`config.mk`:
```
export PLATFORM = sky130hd
export DESIGN_NAME = memory_layer_input_sequencer
export DESIGN_NICKNAME = d
export VERILOG_FILES = /design/src/rtl/memory_layer_input_sequencer_pkg.sv /design/src/rtl/gam_sync_fifo.sv /design/src/rtl/memory_layer_input_sequencer.sv
export SDC_FILE = /design/constraint.sdc
export NUM_CORES = 1
export LEC_CHECK = 0
export ABC_CLOCK_PERIOD_IN_PS = 4600
export BUFFER_PORTS_ARGS = -buffer_cell sky130_fd_sc_hd__buf_2
export CAP_MARGIN = 15
export CORE_UTILIZATION = 58
export DETAILED_ROUTE_END_ITERATION = 12
export PLACE_DENSITY_LB_ADDON = 0.05
export SYNTH_ARGS = -nofsm -noshare
export SYNTH_HDL_FRONTEND = slang
export SYNTH_HIERARCHICAL = 1
export SYNTH_SLANG_ARGS = --single-unit
```
`constraint.sdc`:
```
create_clock -name clk -period 4.6 [get_ports clk]
set_clock_uncertainty 0.2 [all_clocks]
set_input_delay 0.23 -clock clk [delete_from_list [all_inputs] [get_ports clk]]
set_output_delay 0.23 -clock clk [all_outputs]
set_load 0.005 [all_outputs]
```
`src/rtl/memory_layer_input_sequencer_pkg.sv`:
```
// Shared types for the memory-layer input sequencer: pattern vector, class label,
// sequencer FSM states and the FIFO entry layout.
package memory_layer_input_sequencer_pkg;

    localparam int unsigned NODE_W  = 8;
    localparam int unsigned N_NODES = 4;

    typedef logic [N_NODES-1:0][NODE_W-1:0] node_vector_T;

    // Class label, matches the memory-layer c input.
    typedef int class_T;

    localparam int unsigned X_W = $bits(node_vector_T);
    localparam int unsigned C_W = $bits(class_T);

    typedef enum logic [1:0] {
        SEQ_IDLE,
        SEQ_START,
        SEQ_BUSY,
        SEQ_DONE
    } seq_state_T;

    // One buffered training pattern.
    typedef struct packed {
        node_vector_T x;
        class_T       c;
        logic         last;
    } seq_entry_t;

    // A pattern opens a new class when nothing was issued before or the label differs.
    function automatic logic class_changed(input logic prev_valid, input class_T prev_c,
                                           input class_T c);
        return !prev_valid || (c != prev_c);
    endfunction

endpackage

```
`src/rtl/gam_sync_fifo.sv`:
```
// Synchronous FIFO, power-of-two depth, combinational head read.
// Ports: clk, rst_n (async active-low), clr (sync clear, beats push/pop),
//        push/din, pop/dout (head), count (occupancy), empty.
// A full FIFO refuses a push even when a pop happens in the same cycle.
module gam_sync_fifo #(
    parameter int unsigned DEPTH = 4,
    parameter type         T     = logic [7:0]
) (
    input  logic                     clk,
    input  logic                     rst_n,
    input  logic                     clr,
    input  logic                     push,
    input  T                         din,
    input  logic                     pop,
    output T                         dout,
    output logic [$clog2(DEPTH):0]   count,
    output logic                     empty
);

    localparam int unsigned PTR_W = $clog2(DEPTH);
    localparam int unsigned CW    = PTR_W + 1;

    T                 mem [DEPTH];
    logic [PTR_W-1:0] wr_ptr;
    logic [PTR_W-1:0] rd_ptr;
    logic             full;
    logic             push_ok;
    logic             pop_ok;

    assign full    = (count == CW'(DEPTH));
    assign empty   = (count == '0);
    assign push_ok = push && !full && !clr;
    assign pop_ok  = pop && !empty && !clr;
    assign dout    = mem[rd_ptr];

    // Storage array, no reset needed: occupancy gates every read.
    always_ff @(posedge clk) begin
        if (push_ok) begin
            mem[wr_ptr] <= din;
        end
    end

    // Pointers wrap naturally modulo DEPTH.
    always_ff @(posedge clk or negedge rst_n) begin
        if (!rst_n) begin
            wr_ptr <= '0;
            rd_ptr <= '0;
            count  <= '0;
        end else if (clr) begin
            wr_ptr <= '0;
            rd_ptr <= '0;
            count  <= '0;
        end else begin
            if (push_ok) begin
                wr_ptr <= wr_ptr + PTR_W'(1);
            end
            if (pop_ok) begin
                rd_ptr <= rd_ptr + PTR_W'(1);
            end
            case ({push_ok, pop_ok})
                2'b10:   count <= count + CW'(1);
                2'b01:   count <= count - CW'(1);
                default: count <= count;
            endcase
        end
    end

endmodule

```
`src/rtl/memory_layer_input_sequencer.sv`:
```
// Upstream feeder for the GAM memory layer. Buffers {x, c, last} patterns, issues them
// one at a time with a start_o pulse, waits for done_i, tracks class changes, counts
// completed patterns and latches learning_done_o after the last pattern completes.
// Ports: clk, rst_n (async active-low), flush (sync clear, highest priority),
//        in_valid/in_ready/in_x/in_c/in_last (input stream),
//        x_o/c_o/new_class_o/start_o (issued pattern), done_i (memory layer done),
//        learning_done_o, pattern_count_o, fifo_count_o (status).
module memory_layer_input_sequencer
    import memory_layer_input_sequencer_pkg::*;
#(
    parameter int unsigned DEPTH = 4,
    parameter int unsigned CNT_W = 16
) (
    input  logic                       clk,
    input  logic                       rst_n,
    input  logic                       flush,
    input  logic                       in_valid,
    output logic                       in_ready,
    input  logic [X_W-1:0]             in_x,
    input  logic [C_W-1:0]             in_c,
    input  logic                       in_last,
    output logic [X_W-1:0]             x_o,
    output logic [C_W-1:0]             c_o,
    output logic                       new_class_o,
    output logic                       start_o,
    input  logic                       done_i,
    output logic                       learning_done_o,
    output logic [CNT_W-1:0]           pattern_count_o,
    output logic [$clog2(DEPTH):0]     fifo_count_o
);

    localparam int unsigned FC_W = $clog2(DEPTH) + 1;

    seq_state_T           state;
    seq_state_T           state_nxt;
    seq_entry_t           push_entry;
    seq_entry_t           head;
    logic                 fifo_empty;
    logic [FC_W-1:0]      fifo_count;
    logic                 push;
    logic                 pop;

    logic                 last_r;
    class_T               prev_c;
    logic                 prev_valid;

    logic [X_W-1:0]       x_nxt;
    logic [C_W-1:0]       c_nxt;
    logic                 new_class_nxt;
    logic                 start_nxt;
    logic                 learning_done_nxt;
    logic [CNT_W-1:0]     count_nxt;
    logic                 last_nxt;
    class_T               prev_c_nxt;
    logic                 prev_valid_nxt;

    assign fifo_count_o = fifo_count;
    assign in_ready     = (fifo_count < FC_W'(DEPTH)) && (state != SEQ_DONE) && !flush;
    assign push         = in_valid && in_ready;

    assign push_entry.x    = node_vector_T'(in_x);
    assign push_entry.c    = class_T'(in_c);
    assign push_entry.last = in_last;

    gam_sync_fifo #(
        .DEPTH (DEPTH),
        .T     (seq_entry_t)
    ) u_fifo (
        .clk   (clk),
        .rst_n (rst_n),
        .clr   (flush),
        .push  (push),
        .din   (push_entry),
        .pop   (pop),
        .dout  (head),
        .count (fifo_count),
        .empty (fifo_empty)
    );

    // State register.
    always_ff @(posedge clk or negedge rst_n) begin
        if (!rst_n) begin
            state <= SEQ_IDLE;
        end else begin
            state <= state_nxt;
        end
    end

    // Next state, pop request and next values of the registered outputs.
    always_comb begin
        state_nxt         = state;
        pop               = 1'b0;
        x_nxt             = x_o;
        c_nxt             = c_o;
        new_class_nxt     = new_class_o;
        start_nxt         = 1'b0;
        learning_done_nxt = learning_done_o;
        count_nxt         = pattern_count_o;
        last_nxt          = last_r;
        prev_c_nxt        = prev_c;
        prev_valid_nxt    = prev_valid;

        if (flush) begin
            state_nxt         = SEQ_IDLE;
            x_nxt             = '0;
            c_nxt             = '0;
            new_class_nxt     = 1'b0;
            learning_done_nxt = 1'b0;
            count_nxt         = '0;
            last_nxt          = 1'b0;
            prev_c_nxt        = '0;
            prev_valid_nxt    = 1'b0;
        end else begin
            case (state)
                SEQ_IDLE: begin
                    if (!fifo_empty) begin
                        pop            = 1'b1;
                        x_nxt          = X_W'(head.x);
                        c_nxt          = C_W'(head.c);
                        last_nxt       = head.last;
                        new_class_nxt  = class_changed(prev_valid, prev_c, head.c);
                        prev_c_nxt     = head.c;
                        prev_valid_nxt = 1'b1;
                        start_nxt      = 1'b1;
                        state_nxt      = SEQ_START;
                    end
                end
                // done_i during the start pulse is deliberately not sampled.
                SEQ_START: begin
                    state_nxt = SEQ_BUSY;
                end
                SEQ_BUSY: begin
                    if (done_i) begin
                        if (pattern_count_o != '1) begin
                            count_nxt = pattern_count_o + CNT_W'(1);
                        end
                        if (last_r) begin
                            learning_done_nxt = 1'b1;
                            state_nxt         = SEQ_DONE;
                        end else begin
                            state_nxt = SEQ_IDLE;
                        end
                    end
                end
                SEQ_DONE: begin
                    state_nxt = SEQ_DONE;
                end
                default: begin
                    state_nxt = SEQ_IDLE;
                end
            endcase
        end
    end

    // Registered outputs and class tracker.
    always_ff @(posedge clk or negedge rst_n) begin
        if (!rst_n) begin
            x_o             <= '0;
            c_o             <= '0;
            new_class_o     <= 1'b0;
            start_o         <= 1'b0;
            learning_done_o <= 1'b0;
            pattern_count_o <= '0;
            last_r          <= 1'b0;
            prev_c          <= '0;
            prev_valid      <= 1'b0;
        end else begin
            x_o             <= x_nxt;
            c_o             <= c_nxt;
            new_class_o     <= new_class_nxt;
            start_o         <= start_nxt;
            learning_done_o <= learning_done_nxt;
            pattern_count_o <= count_nxt;
            last_r          <= last_nxt;
            prev_c          <= prev_c_nxt;
            prev_valid      <= prev_valid_nxt;
        end
    end

endmodule

```
======== After elaboration in Yosys (flattened, before gate mapping) ========
Memories as Yosys holds them, arrays and structs flattened.
Cells that the tools add are included.
storage, ports and cells
  output and inout port bits .............. 87
  bits of input ports ..................... 70
  word-level logic and storage cells ...... 96
  register bits ........................... 94
  bits in writable memories ............... 260
  memories ................................ 1
operators by class
  $lt $le $gt $ge ......................... 1
  equal/unequal tests ..................... 12
  reduce and logical (&&, ||, !) cells .... 26
  mux-type cells .......................... 39
  add/subtract/negate cells ............... 5
memory list
  memory      depth  bits a word  read ports  clocked after Yosys merged registers in  write ports  RTL line             source
  u_fifo.mem  4      65           1           0                                        1            gam_sync_fifo.sv:23  T mem [DEPTH];
operators with widths
  kind                   count
  $mux 32                6
  $mux 16                4
  $ne 32x32->1           1
  $mux 1                 18
  $add 16x1->16 const B  1
  $mux 2                 8
  $ne 16x16->1 const B   1
  $reduce_bool 2->1      7
  $pmux 2 s4             1
  $logic_and 1x1->1      7
  $eq 2x2->1 const B     3
  $ne 3x3->1 const B     2
  $pmux 3 s2             1
  $reduce_and 3->1       2
  $add 2x1->2 const B    2
  $eq 2x1->1 const B     2
  $logic_not 1->1        4
  $ne 2x2->1 const B     2
  $reduce_and 2->1       2
  $add 3x1->3 const B    1
  $eq 3x3->1 const B     1
  $logic_not 3->1        1
  $lt 3x3->1 const B     1
  $mux 3                 1
  other kinds (4)        4

======== Depth between registers and ports, before layout ========
  word-level depth ........................ 9
  mapped depth ............................ 12

======== Modules after synthesis ========
Netlist, hierarchy kept.
by module, submodules not included
  module                        times used  cells each  sequential area each (sq um)  area an instance (sq um)
  gam_sync_fifo                 1           406         7982.7                        9988.3
  memory_layer_input_sequencer  1           304         2177.1                        3734.8

======== Worst setup path before layout ========
OpenSTA, ideal clock, no wires.
  path kind ............................... reg2reg
  start ................................... register state[0]
  end ..................................... memory u_fifo/mem[0][0] in the netlist's numbering (enable)
  path buffers ............................ 1
  slack ................................... 1.119 ns
  stages on the path, launching flop included .. 6
  arrival ................................. 2.851 ns
  library setup time ...................... 0.430 ns
  path through ............................ dfrtp_1 -> a211oi_1 -> and2_1 -> buf_2 -> o211a_1 -> and2_1
between the ends
  word-level cells in the longest chain between the ends .. 8
RTL lines
  what                             RTL line                            source
  start, declared                  memory_layer_input_sequencer.sv:34  seq_state_T state;
  start signal, assigned           memory_layer_input_sequencer.sv:85  state <= state_nxt;
  $ne 2x2->1                       memory_layer_input_sequencer.sv:58  assign in_ready = (fifo_count < FC_W'(DEPTH)) && (state != SEQ_DONE) && !flush;
  $logic_and 1x1->1 (2 in series)  memory_layer_input_sequencer.sv:58
  via in_ready                     memory_layer_input_sequencer.sv:18  output logic in_ready,
  $logic_and 1x1->1                memory_layer_input_sequencer.sv:59  assign push = in_valid && in_ready;
  via push                         memory_layer_input_sequencer.sv:40  logic push;
  $logic_and 1x1->1 (2 in series)  gam_sync_fifo.sv:32                 assign push_ok = push && !full && !clr;
  $mux 1                           gam_sync_fifo.sv:38                 if (push_ok) begin
  $mux 1 (not written as such)     gam_sync_fifo.sv:39                 mem[wr_ptr] <= din;
  end, declared                    gam_sync_fifo.sv:23
The timed path passes the listed nets, and every way through them passes these cells.

==> flow_summary.toml <==
[logic_synthesis]
ys_seq_area_share_pct = 74.0
synth_compound_area_share_pct = 5.80
ys_warn_count = 6
synth-main-ff-cell = "edfxtp_1"
synth_xor_area_share_pct = 3.19
async_flop_share_pct = 26.6
netlist_area_sq_um = 13700
synth_mux_area_share_pct = 11.0
ys_types = 49
synth-seq-cells = 354
synth_edf_count = 260
synthSimpleGateAreaFrac_pct = 3.38
syn_inst = 710
syn_area_per_cell_sq_um = 19.3
synth.net_count = 786
synth_fa_ha_area_share_pct = 0.602
synth_top_family_by_area = "multiplexers"

[cells_and_area]
fin_cells = 1278
nets = 1014
nFillCells = 1420
diodes = 0
final_area_sq_um = 16600
syn2layout_area_growth_pct = 21.1
multi_input_area_sq_um = 3310
post-route-util_pct = 72.5
layout-drive-gt1-share_pct = 30.7
regArea_sq_um = 10200

[floorplanning]
rows = 55
initial_core_util_pct = 59.9
core_area_sq_um = 22900
die_area_sq_um = 24300
ioPinCount = 157
die_y_um = 156
die_w_um = 156

[route]
drt_first_iter_violations = 513
route.detailed.drc = 0
drt_pass1_iterations = 5
vias_per_cell = 5.82
avgRoutedWirePerCell_um = 21.7
routed_wl_mm = 27.8
vias = 7438
postRouteAntennaNets = 0

[global_route]
antenna_found_initial = 2
grt_pass1_wl_mm = 43.4
grt_usage_pct = 23.9
grt_overflow_total = 0
grt_pass1_vias = 7891
grt_max_degree = 79

[timing]
slew_headroom_pct = 27.2
worst_slack_ns = 1.40
tns_ns = 0
worstMarginPinSlew_ns = 1.09
fmax_ghz = 0.312
fin_crit_sh_pct = 69.7
setup_viol = 0
rsz0062_at_grt = "no"
final_max_slew_viol_count = 0
hold_violations = 0
finalCriticalPeriod_ns = 3.20
hold_ws_ns = 0.0568

[clock_tree]
clk_pin_slew_worst_paths_ns = 0.06
post-cts-setup-buffers = 0
cts_resized = 0
clock_latency_ns = 0.51
htreeDepth = 2
cts_made_buffers = 36
cts_tree = "built"
cts_root_buf = "clkbuf_16"
cts_max_path_buffers = 3
cts_sinks = 354

[critical_path]
crit_arrival_ns = 3.38
worstSetupStartpointType = "register"
crit_chain = "mux4_2 -> xor2_1 -> nor4_1 -> nand4_1 -> o31ai_1 -> nand2_1"
slowest_stage = "dfrtp_4"
required_ns = 4.78
cp-end-kind = "register"
crit_fanout = 41
crit_type = "reg2reg"
crit_buf_inv = 0
crit_family = "flip-flops"
crit_path_max_incr_delay_ns = 0.98

[job]
drv_cap = 0

[place]
placedCellCount = 1146
place_area_sq_um = 14700
gp_congestion = 0.785
port_buffers = 156
dp_hpwl_mm = 15.5
place_ws_ns = 1.40

[power]
p_total_mw = 8.65
p_per_area_nw_per_um2 = 521
p_leak_nw = 6.36
peakVddDrop_v = 0.000347

[worst_hold_path]
worstHoldPathType = "in2reg"

[run_status]
outcome = "finished clean"
registers in the layout (all words and copies together) (netlist names), 2 cells and up:
| register | cells |
|---|---|
| state | 2 |
| u_fifo/rd_ptr | 2 |
| u_fifo/count | 3 |
| u_fifo/wr_ptr | 2 |
| pattern_count_o | 16 |
| x_o | 32 |
| u_fifo/mem | 260 |
| prev_c | 32 |
cell usage in the layout, fill, tap and decap left out, types with 4 or more instances in the layout:
cell type	n
a21oi_1	6
a22o_1	65
and2_4	4
buf_2	155
buf_4	8
bufinv_16	4
clkbuf_1	10
clkbuf_16	37
clkbuf_8	7
dfrtp_1	92
dlygate4sd3_1	67
edfxtp_1	260
ha_1	5
inv_1	6
mux2i_1	4
mux4_2	65
nand2_1	8
nand3_1	7
nor2_1	28
nor2b_1	4
nor3_1	6
nor4_1	10
o21ai_0	6
o21ai_1	4
xnor2_1	5
xor2_1	45
area by class of cell:
class                      count  share of cell area (%)
clock buffer                  54                    6.38
clock inverter                11                   0.956
inverter                       6                   0.136
multi-input combinational    310                    19.9
sequential                   354                    61.2
tap                          313                    2.36
timing repair buffer         230                    9.07
final timing paths:
path	from	to	slack, ns	cells past startpoint
setup / recovery	u_fifo/rd_ptr[0]	new_class_o	1.40	6
hold / removal	flush	pattern_count_o[3]	0.06	2
setup reg to reg	u_fifo/rd_ptr[0]	new_class_o	1.40	6
hold reg to reg	x_o[1]	x_o[1]	0.30	1
max in group asynchronous	rst_n	u_fifo/rd_ptr[1]	2.96	3
min in group asynchronous	rst_n	prev_c[9]	0.24	2
report_power, final:
group,switching (mW),internal [mW]
Combinational,0.802,0.771
Clock,1.14,1.82
Sequential,0.330,3.79
Total,2.28,6.38
routing by layer:
| layer | vias to the layer above | global-route usage, % | part of all wire, % |
|---|---|---|---|
| met3 | 50 | 4.56 | 5.7 |
| met4 | 4 | 6.35 | 2.0 |
| met1 | 3855 | 32.7 | 42 |
| li1 | 3288 | - | - |
| met2 | 241 | 39.8 | 50 |
| met5 | - | 0 | 0.10 |
repair_timing:
action | CTS | global route
hold buffers | 67 | 0
hold endpoints to repair | 323 | 0
endpoints found under the setup margin | 0 | 0
kinds of logic (layout without fill, tap and decap cells):
kind of cell	count (synthesis)	in the layout
xor gates and xnor gates	50	50
adders and majority gates	6	6
and+or+nand+nor	88	88
DFF	354	354
muxes	69	69
buffers and inverters	46	301
AOI/OAI and AO/OA	97	97
synthesized netlist by cell type (3+ instances only):
cell / instances / area [sq um]
mux2i_1: 4 / 40.0
nor2_1: 29 / 109
a22o_1: 65 / 569
nor3_1: 6 / 30.0
a21oi_1: 6 / 30.0
o21ai_1: 4 / 20.0
inv_1: 6 / 22.5
clkbuf_1: 17 / 63.8
nor2b_1: 4 / 25.0
buf_12: 4 / 80.1
and2_1: 5 / 31.3
nand2_1: 8 / 30.0
o211ai_1: 3 / 22.5
nand2b_1: 3 / 18.8
buf_4: 3 / 22.5
xnor2_1: 5 / 43.8
dfrtp_1: 94 / 2350
nor4_1: 11 / 68.8
nand4_1: 3 / 18.8
mux4_2: 65 / 1460
buf_2: 12 / 60.1
nand3_1: 7 / 35.0
o21ai_0: 6 / 30.0
xor2_1: 45 / 394
ha_1: 5 / 62.6
edfxtp_1: 260 / 7810
worst register-to-register path, cell delays in order, from the launching register on:
cell,delay [ns]
dfrtp_4,0.98
mux4_2,0.66
xor2_1,0.18
nor4_1,0.47
nand4_1,0.23
o31ai_1,0.28
nand2_1,0.08
Note: power is estimated with default switching activity, not from simulation.
